<file path="src/rtl/iir_coeff_loader_if.sv">
// Coefficient write bus between the host register bank and the loader.
// A word transfers on any cycle where wr_valid and wr_ready are both high.
interface iir_coeff_loader_if #(
  parameter int ADDR_WIDTH  = 3,
  parameter int COEFF_WIDTH = 14
);
  logic                   wr_valid;
  logic                   wr_ready;
  logic [ADDR_WIDTH-1:0]  wr_addr;
  logic [COEFF_WIDTH-1:0] wr_data;
  logic                   wr_last;

  modport master (output wr_valid, wr_addr, wr_data, wr_last, input wr_ready);
  modport slave  (input wr_valid, wr_addr, wr_data, wr_last, output wr_ready);
endinterface

</file>
<file path="src/rtl/iir_coeff_loader.sv">
// IIR coefficient loader: collects coefficient writes into shadow registers and
// commits the whole set to the active registers on a sample boundary, then holds
// the filter datapath in reset while its delay lines flush.
//
// state  | meaning
// IDLE   | no set in progress, waiting for the first write of a set
// LOAD   | set in progress, accepting further writes until wr_last
// ARM    | complete set in shadow, waiting for a sample_strobe
// COMMIT | shadow copied to active at the end of this cycle, filter_rst high
// FLUSH  | filter_rst held for the remaining FLUSH_CYCLES-1 cycles
module iir_coeff_loader #(
  parameter int M            = 2,
  parameter int COEFF_WIDTH  = 14,
  parameter int FLUSH_CYCLES = 4,
  parameter int ADDR_WIDTH   = 3
) (
  input  logic                         clk,
  input  logic                         rst,
  iir_coeff_loader_if.slave            wr,
  input  logic                         sample_strobe,
  output logic [(M+1)*COEFF_WIDTH-1:0] packed_b_coeffs,
  output logic [M*COEFF_WIDTH-1:0]     packed_a_coeffs,
  output logic                         filter_rst,
  output logic                         busy,
  output logic                         err
);

  typedef enum logic [2:0] {IDLE, LOAD, ARM, COMMIT, FLUSH} state_t;

  localparam int NUM_COEFFS = 2*M + 1;
  localparam logic [ADDR_WIDTH-1:0] MAX_ADDR = ADDR_WIDTH'(2*M);
  localparam int CNT_W = (FLUSH_CYCLES > 1) ? $clog2(FLUSH_CYCLES) : 1;

  state_t                 state_q, state_nxt;
  logic [COEFF_WIDTH-1:0] shadow_q [NUM_COEFFS];
  logic [COEFF_WIDTH-1:0] active_q [NUM_COEFFS];
  logic                   err_q, err_nxt;
  logic [CNT_W-1:0]       flush_cnt_q;
  logic                   ready;
  logic                   bad_addr;
  logic                   shadow_we;
  logic                   commit;
  logic                   flush_rst;
  logic                   cnt_load;
  logic                   cnt_dec;

  // State register
  always_ff @(posedge clk) begin
    if (rst) state_q <= IDLE;
    else     state_q <= state_nxt;
  end

  // Next-state and control decode
  always_comb begin
    state_nxt = state_q;
    ready     = 1'b0;
    bad_addr  = 1'b0;
    shadow_we = 1'b0;
    err_nxt   = err_q;
    commit    = 1'b0;
    flush_rst = 1'b0;
    cnt_load  = 1'b0;
    cnt_dec   = 1'b0;
    case (state_q)
      IDLE: begin
        ready = 1'b1;
        if (wr.wr_valid) begin
          // A new set starts here, so any error from the previous set is forgotten.
          bad_addr  = (wr.wr_addr > MAX_ADDR);
          shadow_we = ~bad_addr;
          err_nxt   = bad_addr;
          if (wr.wr_last) state_nxt = bad_addr ? IDLE : ARM;
          else            state_nxt = LOAD;
        end
      end
      LOAD: begin
        ready = 1'b1;
        if (wr.wr_valid) begin
          bad_addr  = (wr.wr_addr > MAX_ADDR);
          shadow_we = ~bad_addr;
          err_nxt   = err_q | bad_addr;
          if (wr.wr_last) state_nxt = (err_q | bad_addr) ? IDLE : ARM;
        end
      end
      ARM: begin
        if (sample_strobe) state_nxt = COMMIT;
      end
      COMMIT: begin
        commit    = 1'b1;
        flush_rst = 1'b1;
        if (FLUSH_CYCLES > 1) begin
          cnt_load  = 1'b1;
          state_nxt = FLUSH;
        end else begin
          state_nxt = IDLE;
        end
      end
      FLUSH: begin
        flush_rst = 1'b1;
        if (flush_cnt_q == CNT_W'(1)) state_nxt = IDLE;
        else                          cnt_dec   = 1'b1;
      end
      default: state_nxt = IDLE;
    endcase
  end

  // Flush timer: counts down the filter_rst cycles remaining after COMMIT
  always_ff @(posedge clk) begin
    if (rst)           flush_cnt_q <= '0;
    else if (cnt_load) flush_cnt_q <= CNT_W'(FLUSH_CYCLES - 1);
    else if (cnt_dec)  flush_cnt_q <= flush_cnt_q - CNT_W'(1);
  end

  // Sticky per-set error flag
  always_ff @(posedge clk) begin
    if (rst) err_q <= 1'b0;
    else     err_q <= err_nxt;
  end

  // Shadow registers: last write to an address within a set wins
  always_ff @(posedge clk) begin
    if (rst) begin
      for (int i = 0; i < NUM_COEFFS; i++) shadow_q[i] <= '0;
    end else if (shadow_we) begin
      shadow_q[wr.wr_addr] <= wr.wr_data;
    end
  end

  // Active registers: whole set replaced at once, never partially
  always_ff @(posedge clk) begin
    if (rst) begin
      for (int i = 0; i < NUM_COEFFS; i++) active_q[i] <= '0;
    end else if (commit) begin
      for (int i = 0; i < NUM_COEFFS; i++) active_q[i] <= shadow_q[i];
    end
  end

  for (genvar gi = 0; gi <= M; gi++) begin : g_pack_b
    assign packed_b_coeffs[gi*COEFF_WIDTH +: COEFF_WIDTH] = active_q[gi];
  end

  for (genvar gi = 1; gi <= M; gi++) begin : g_pack_a
    assign packed_a_coeffs[(gi-1)*COEFF_WIDTH +: COEFF_WIDTH] = active_q[M+gi];
  end

  assign wr.wr_ready = ready;
  // The filter is also held in reset for as long as the loader itself is.
  assign filter_rst  = rst | flush_rst;
  assign busy        = (state_q != IDLE);
  assign err         = err_q;

endmodule

</file>
<file path="src/flat_wrapper.sv">
// flat-port wrapper written by rule: the top's interface ports become plain ports
module iir_coeff_loader_flat 
#(
  parameter int M            = 2,
  parameter int COEFF_WIDTH  = 14,
  parameter int FLUSH_CYCLES = 4,
  parameter int ADDR_WIDTH   = 3
)
  (clk, rst, sample_strobe, packed_b_coeffs, packed_a_coeffs, filter_rst, busy, err, wr_wr_valid, wr_wr_addr, wr_wr_data, wr_wr_last, wr_wr_ready);
  iir_coeff_loader_if #(.ADDR_WIDTH(ADDR_WIDTH), .COEFF_WIDTH(COEFF_WIDTH)) wr_i ();
  input  logic clk;
  input  logic rst;
  input  logic sample_strobe;
  output logic [(M+1)*COEFF_WIDTH-1:0] packed_b_coeffs;
  output logic [M*COEFF_WIDTH-1:0] packed_a_coeffs;
  output logic filter_rst;
  output logic busy;
  output logic err;
  input wire logic [$bits(wr_i.wr_valid)-1:0] wr_wr_valid;
  input wire logic [$bits(wr_i.wr_addr)-1:0] wr_wr_addr;
  input wire logic [$bits(wr_i.wr_data)-1:0] wr_wr_data;
  input wire logic [$bits(wr_i.wr_last)-1:0] wr_wr_last;
  output wire logic [$bits(wr_i.wr_ready)-1:0] wr_wr_ready;
  assign wr_i.wr_valid = wr_wr_valid;
  assign wr_i.wr_addr = wr_wr_addr;
  assign wr_i.wr_data = wr_wr_data;
  assign wr_i.wr_last = wr_wr_last;
  assign wr_wr_ready = wr_i.wr_ready;
  iir_coeff_loader #(.M(M), .COEFF_WIDTH(COEFF_WIDTH), .FLUSH_CYCLES(FLUSH_CYCLES), .ADDR_WIDTH(ADDR_WIDTH)) u_core (.clk(clk), .rst(rst), .wr(wr_i), .sample_strobe(sample_strobe), .packed_b_coeffs(packed_b_coeffs), .packed_a_coeffs(packed_a_coeffs), .filter_rst(filter_rst), .busy(busy), .err(err));
endmodule
</file>
<file path="config.mk">
export PLATFORM = sky130hd
export DESIGN_NAME = iir_coeff_loader_flat
export DESIGN_NICKNAME = d
export VERILOG_FILES = /design/src/rtl/iir_coeff_loader_if.sv /design/src/rtl/iir_coeff_loader.sv /design/src/flat_wrapper.sv
export SDC_FILE = /design/constraint.sdc
export NUM_CORES = 1
export LEC_CHECK = 0
export ABC_AREA = 1
export CAP_MARGIN = 20
export CORE_MARGIN = 1
export CORE_UTILIZATION = 49
export CTS_BUF_LIST = sky130_fd_sc_hd__clkbuf_4
export CTS_CLUSTER_DIAMETER = 150
export CTS_CLUSTER_SIZE = 12
export DETAILED_ROUTE_END_ITERATION = 8
export GPL_TIMING_DRIVEN = 0
export MAX_ROUTING_LAYER = met4
export PLACE_DENSITY_LB_ADDON = 0.12
export SETUP_SLACK_MARGIN = 0.1
export SLEW_MARGIN = 20
export SYNTH_ARGS = -nofsm -noshare
export SYNTH_HDL_FRONTEND = slang
export SYNTH_SLANG_ARGS = --single-unit
export TNS_END_PERCENT = 20
</file>
<file path="constraint.sdc">
create_clock -name clk -period 2.6 [get_ports clk]
set_clock_uncertainty 0.1 [all_clocks]
set_input_delay 0.26 -clock clk [delete_from_list [all_inputs] [get_ports clk]]
set_output_delay 0.26 -clock clk [all_outputs]
set_load 0.02 [all_outputs]
</file>
**After elaboration in Yosys (flattened, before gate mapping)**

Memories as Yosys holds them, arrays and structs flattened.
Cells that the tools add are included.

- Output and inout bits: 74
- Register bits: 6
- Memories kept: 2
- Memory bits (writable): 140
- Bits of input ports: 22
- Word-level logic and storage cells: 71

- Equal/unequal tests: 10
- $add $sub $neg: 1
- Reductions and logical operators: 9
- Bitwise gates (word level): 8
- Order comparisons: 1
- Multiplexer cells: 37

Memories:

| name | depth | bits a word | read ports | clocked after Yosys merged registers in | write ports | RTL line | text |
|---|---|---|---|---|---|---|---|
| u_core.active_q | 5 | 14 | 5 | 0 | 5 | iir_coeff_loader.sv:36 | `logic [COEFF_WIDTH-1:0] active_q [NUM_COEFFS];` |
| u_core.shadow_q | 5 | 14 | 5 | 0 | 5 | iir_coeff_loader.sv:35 | `logic [COEFF_WIDTH-1:0] shadow_q [NUM_COEFFS];` |

Operator list:

| cell | number |
|---|---|
| $mux 14 | 6 |
| $mux 3 | 7 |
| $mux 1 | 18 |
| $pmux 3 s5 | 1 |
| $reduce_or 14->1 | 1 |
| $mux 2 | 4 |
| $ne 2x2->1 const B | 4 |
| $or 1x1->1 | 7 |
| $eq 3x2->1 const B | 2 |
| $reduce_and 5->1 | 1 |
| $reduce_bool 2->1 | 2 |
| $reduce_or 2->1 | 2 |
| $eq 3x1->1 const B | 1 |
| $eq 3x3->1 const B | 1 |
| $gt 3x3->1 const B | 1 |
| $logic_not 3->1 | 1 |
| $reduce_and 3->1 | 1 |
| $reduce_bool 3->1 | 1 |
| $eq 2x1->1 const B | 1 |
| $ne 2x1->1 const B | 1 |
| $pmux 1 s2 | 1 |
| $sub 2x1->2 const B | 1 |
| $not 1->1 | 1 |

**Depth between registers and ports, before layout**

- Depth in word-level cells: 9
- Gate-level depth with buffers: 8
- Gate-level depth less buffers: 8

**Least setup slack after synthesis**

Ideal clock, no wire load.

- Kind: flip-flop to flip-flop
- Start: register u_core.state_q[1]
- End: memory u_core.active_q[0][0] (enable)
- Buffers on the path: 0
- Setup slack: -0.149 ns
- Library setup time: 0.430 ns
- Stages on the path, launching flop included: 5
- Arrival: 2.219 ns
- Path through: dfxtp_1 > inv_1 > nor2_1 > nand2_1 > nand2_1

RTL lines:

| element | RTL line | text |
|---|---|---|
| start, declared | iir_coeff_loader.sv:34 | `state_t state_q, state_nxt;` |
| start signal, assigned | iir_coeff_loader.sv:50 | `else state_q <= state_nxt;` |
| end, declared | iir_coeff_loader.sv:36 |  |

**Final worst setup path**

- Start: register u_core.state_q[0]
- End: output port busy

- Cells in the longest elaborated chain, start to end: 1

RTL lines:

| element | RTL line | text |
|---|---|---|
| $reduce_bool 3->1 | iir_coeff_loader.sv:149 | `assign busy = (state_q != IDLE);` |
| end, declared | flat_wrapper.sv:17 | `output logic busy;` |

Every way passes these cells.

==> results.txt <==
The flow ran to the end, and the final reports show no timing, DRC or antenna violations. Number of instances in the placed design: 688. In this run the cell area measured after placement is 0.00681 mm^2.

The proportion of power drawn by the clock network was 30.7%. The cell count after synthesis came out at 452. Dividing the final minimum period by the clock period gives 84.1%. The clock net sink count came out at 146. In this run, distinct cell masters in the synthesized netlist total 21.

A synthesized cell averages 12.5 um^2. The areal power density over the cells is 692 mW/mm^2, and the peak clock frequency supported by timing is 0.457 GHz. In this run the static leakage power is 2.89 nW. The combinational cell fraction of total power is 12.9%, and the net switching share of the total power is 24.2%. The clock reaches the later pin of the worst-skew pair after 0.51 ns. The logs give 0 for the count of final setup violators and 4 for the deepest level of the CTS H-tree.

Path type of the worst setup path: reg2out. Standard-cell row count: 38. The cell area after layout is 0.00712 mm^2, and the final net count is 590. For the pin count of the biggest net entering global routing, the log shows 40. For this run, the total global-route usage over all layers was measured as 19.7%. For this run, the slowest stage of the critical path takes 0.61 ns. The via count of the first global-routing pass came out at 3217.

Summing over every cut layer, the via total after detailed routing is 3348. The filler cells instantiated in the layout total 875. Of all flip-flops after synthesis, the portion carrying an async set or reset was 0%.

The logs give 0.0110 mm^2 for the area of the core region and 76.5% for the register area share after synthesis. The detail route stage leaves a number of antenna-violating nets equal to 0. The run gives 0 as the number of design rule violations left after detail routing. The min-delay analysis places its worst path in the category in2reg.

The number of nets in the synthesized netlist was 475; the via density per instance was 4.65. The total clock buffers created by CTS was 17. Max-cap violations in this run came to 0. Setup repair after global routing left no endpoint under its margin.

STA puts the critical path data arrival time at 1.83 ns. For the number of antenna violations at the first check in global routing, the log shows 0. Once the floorplan was initialized, standard cells occupied 51.2% of the core. Critical path capture point type: an output port. The first global-routing pass estimated 16100 um of wire. The post-place setup slack was -0.0257 ns. After detailed routing, the average wire length per cell comes to 14.5 um.

The maximum fanout along the worst path came out at 6. Hold violation total from the final report: 0. Routability-driven placement finished with a final weighted congestion of 0.802. The root cell of the clock tree was sky130_fd_sc_hd__clkbuf_4.

Internal power comes to 0.00373 W. The data required time at the worst endpoint came out at 2.24 ns. sky130_fd_sc_hd__nor2_1 is the most common cell in the netlist.

The detailed-placement wirelength estimate was 6940 um; the x dimension of the die was 109 um. TritonCTS built the clock tree. Leaving out filler cells and counting taps, the final layout contains 720. The final worst setup slack is 0.414 ns, and the normalized max-slew margin is 59.5%. After clock tree synthesis, the flow added hold-fix buffers numbering 0. The tools report the power share of the sequential group as 56.4%.

The global-route congestion overflow total is 0. The die is 109 um tall. In this run, post-CTS repair resized a total of 0 instances.

The synthesized design contains 146 register bits. The worst hold path was traced through 2 stages. The die covers 0.0120 mm^2. The detailed router finished its first iteration with 235 violations. Pin placement for this block handled 96 I/O pins. Routed wire length: 10500 um. For this run, the leading register cell type out of synthesis is sky130_fd_sc_hd__edfxtp_1. The area of the mapped netlist came out at 0.00565 mm^2.

The transition at the pin with the smallest max-transition slack was 0.606 ns. Buffers added to address setup during post-CTS repair amount to 0. Of the cells placed in the final design, the portion with a size suffix greater than 1 is 9.31%. The clock slew at the register clock pins of the worst setup and hold paths works out to 0.12 ns. Counting along the longest clock path gives a buffer depth of 2. The analysis attributes to net switching a power of 0.00119 W.

Traced cell by cell, the critical path runs through inv_1, nand2_1, clkdlybuf4s50_1. Compared with the post-synthesis result, the final layout area differs by 25.9%. Of the post-synthesis cell area, the dominant cell type holds 74.4%. For this run, the detailed router's first-pass iteration total came to 4. On the critical path, the stage with the largest delay is an instance of sky130_fd_sc_hd__clkdlybuf4s50_1. For the number of synthesis warnings, the log shows 0. The cell type with the largest total area after synthesis is sky130_fd_sc_hd__edfxtp_1. The worst IR drop on VDD was 0.399 mV; the final max-slew violation count was 0. The number of diodes is 0, and the final critical path time including I/O delays and setup is 2.19 ns. The path depth of the worst reg2reg path came out at 6.

The number of buffers inserted by port buffering works out to 95. The type of origin of the critical path is a flop. The worst hold slack across all endpoints was 0.289 ns; the number of synthesized flops with an enable pin was 140. After synthesis, the cell types taking the most area are sky130_fd_sc_hd__edfxtp_1, sky130_fd_sc_hd__nor2_1, sky130_fd_sc_hd__inv_1. By count the netlist is led by sky130_fd_sc_hd__nor2_1, sky130_fd_sc_hd__edfxtp_1, sky130_fd_sc_hd__inv_1, sky130_fd_sc_hd__nand2_1.
-- layer usage --
layer	GRT usage [%]	wire, um	vias up
met5	-	0	-
met4	9.24	298	0
met3	5.28	597	19
met2	31.9	5040	119
met1	23.2	4510	1544
li1	-	-	1666
-- worst max-delay path, delay by kind of cell (launching register included) --
kind,cells,cell delay [ns]
flops,1,0.45
buf+inv,2,0.75
simple gates,1,0.11
-- through the flow --
step                      TNS, ns  utilization [%]  power [W]
final                           0             64.5    0.00493
after global routing            0             64.5    0.00511
after floorplan                 0                -    0.00317
after detailed placement   -0.720             61.7    0.00347
after global placement     -12.99             61.5    0.00345
after CTS                       0             64.5    0.00495
-- power groups by stage --
stage / sequential (W) / combinational, W / clock, W
floorplan: 0.00294 / 0.000233 / 0
global placement: 0.00284 / 0.000617 / 0
detailed placement: 0.00284 / 0.000636 / 0
CTS: 0.00278 / 0.000640 / 0.00153
global route: 0.00280 / 0.000690 / 0.00162
finish: 0.00278 / 0.000636 / 0.00151
-- flip-flops by register name, summed over array words and instances, names as in the netlist --
| name | count |
|---|---|
| u_core.state_q | 3 |
| u_core.active_q | 70 |
| u_core.err | 1 |
| u_core.flush_cnt_q | 2 |
| u_core.shadow_q | 70 |
-- cell usage in the layout (no fill, tap or decap) --
cell / count
sky130_fd_sc_hd__clkinv_4: 1
sky130_fd_sc_hd__o21bai_1: 1
sky130_fd_sc_hd__inv_1: 92
sky130_fd_sc_hd__nand3_1: 7
sky130_fd_sc_hd__clkbuf_4: 18
sky130_fd_sc_hd__nand3b_1: 1
sky130_fd_sc_hd__nor2_2: 1
sky130_fd_sc_hd__clkinv_2: 3
sky130_fd_sc_hd__nor2_8: 1
sky130_fd_sc_hd__clkbuf_1: 1
sky130_fd_sc_hd__nor2_4: 1
sky130_fd_sc_hd__ha_1: 1
sky130_fd_sc_hd__bufinv_16: 4
sky130_fd_sc_hd__inv_2: 1
sky130_fd_sc_hd__dfxtp_1: 6
sky130_fd_sc_hd__buf_2: 7
sky130_fd_sc_hd__nand2_4: 3
sky130_fd_sc_hd__edfxtp_1: 140
sky130_fd_sc_hd__nor2_1: 151
sky130_fd_sc_hd__a21oi_1: 2
sky130_fd_sc_hd__buf_6: 5
sky130_fd_sc_hd__o21ai_0: 3
sky130_fd_sc_hd__clkinv_1: 5
sky130_fd_sc_hd__nand2_2: 3
sky130_fd_sc_hd__clkdlybuf4s50_1: 94
sky130_fd_sc_hd__nand2_1: 20
sky130_fd_sc_hd__nand4_1: 1
sky130_fd_sc_hd__nand3_4: 4
sky130_fd_sc_hd__buf_12: 1
sky130_fd_sc_hd__dlymetal6s2s_1: 1
sky130_fd_sc_hd__clkinvlp_4: 1
-- final timing paths --
path	start	endpoint	slack (ns)
worst max-delay path	u_core.state_q[0]	busy	0.41
worst min-delay path	rst	u_core.err	0.29
worst max register to register	u_core.state_q[2]	u_core.shadow_q[0][13]	0.48
worst min register to register	u_core.err	u_core.err	0.39
-- cell type report --
class	instances	area, um^2	share of cell area (%)
Multi-Input combinational cell	200	896	12.6
Buffer	13	95.1	1.34
Sequential cell	146	4320	60.7
Timing Repair Buffer	96	973	13.7
Inverter	93	349	4.90
Tap cell	140	175	2.46
Clock buffer	18	135	1.90
Clock inverter	14	170	2.39
-- cell families after synthesis --
kind of cell             after synthesis  share of synthesized area [%]
AND/OR/NAND/NOR                      193                           14.8
AO/OA/AOI/OAI                          6                          0.576
buffers and inverters                106                           7.86
flip-flops                           146                           76.5
adder cells (fa/ha/maj)                1                          0.221
Power figures use the tool's default switching activity.
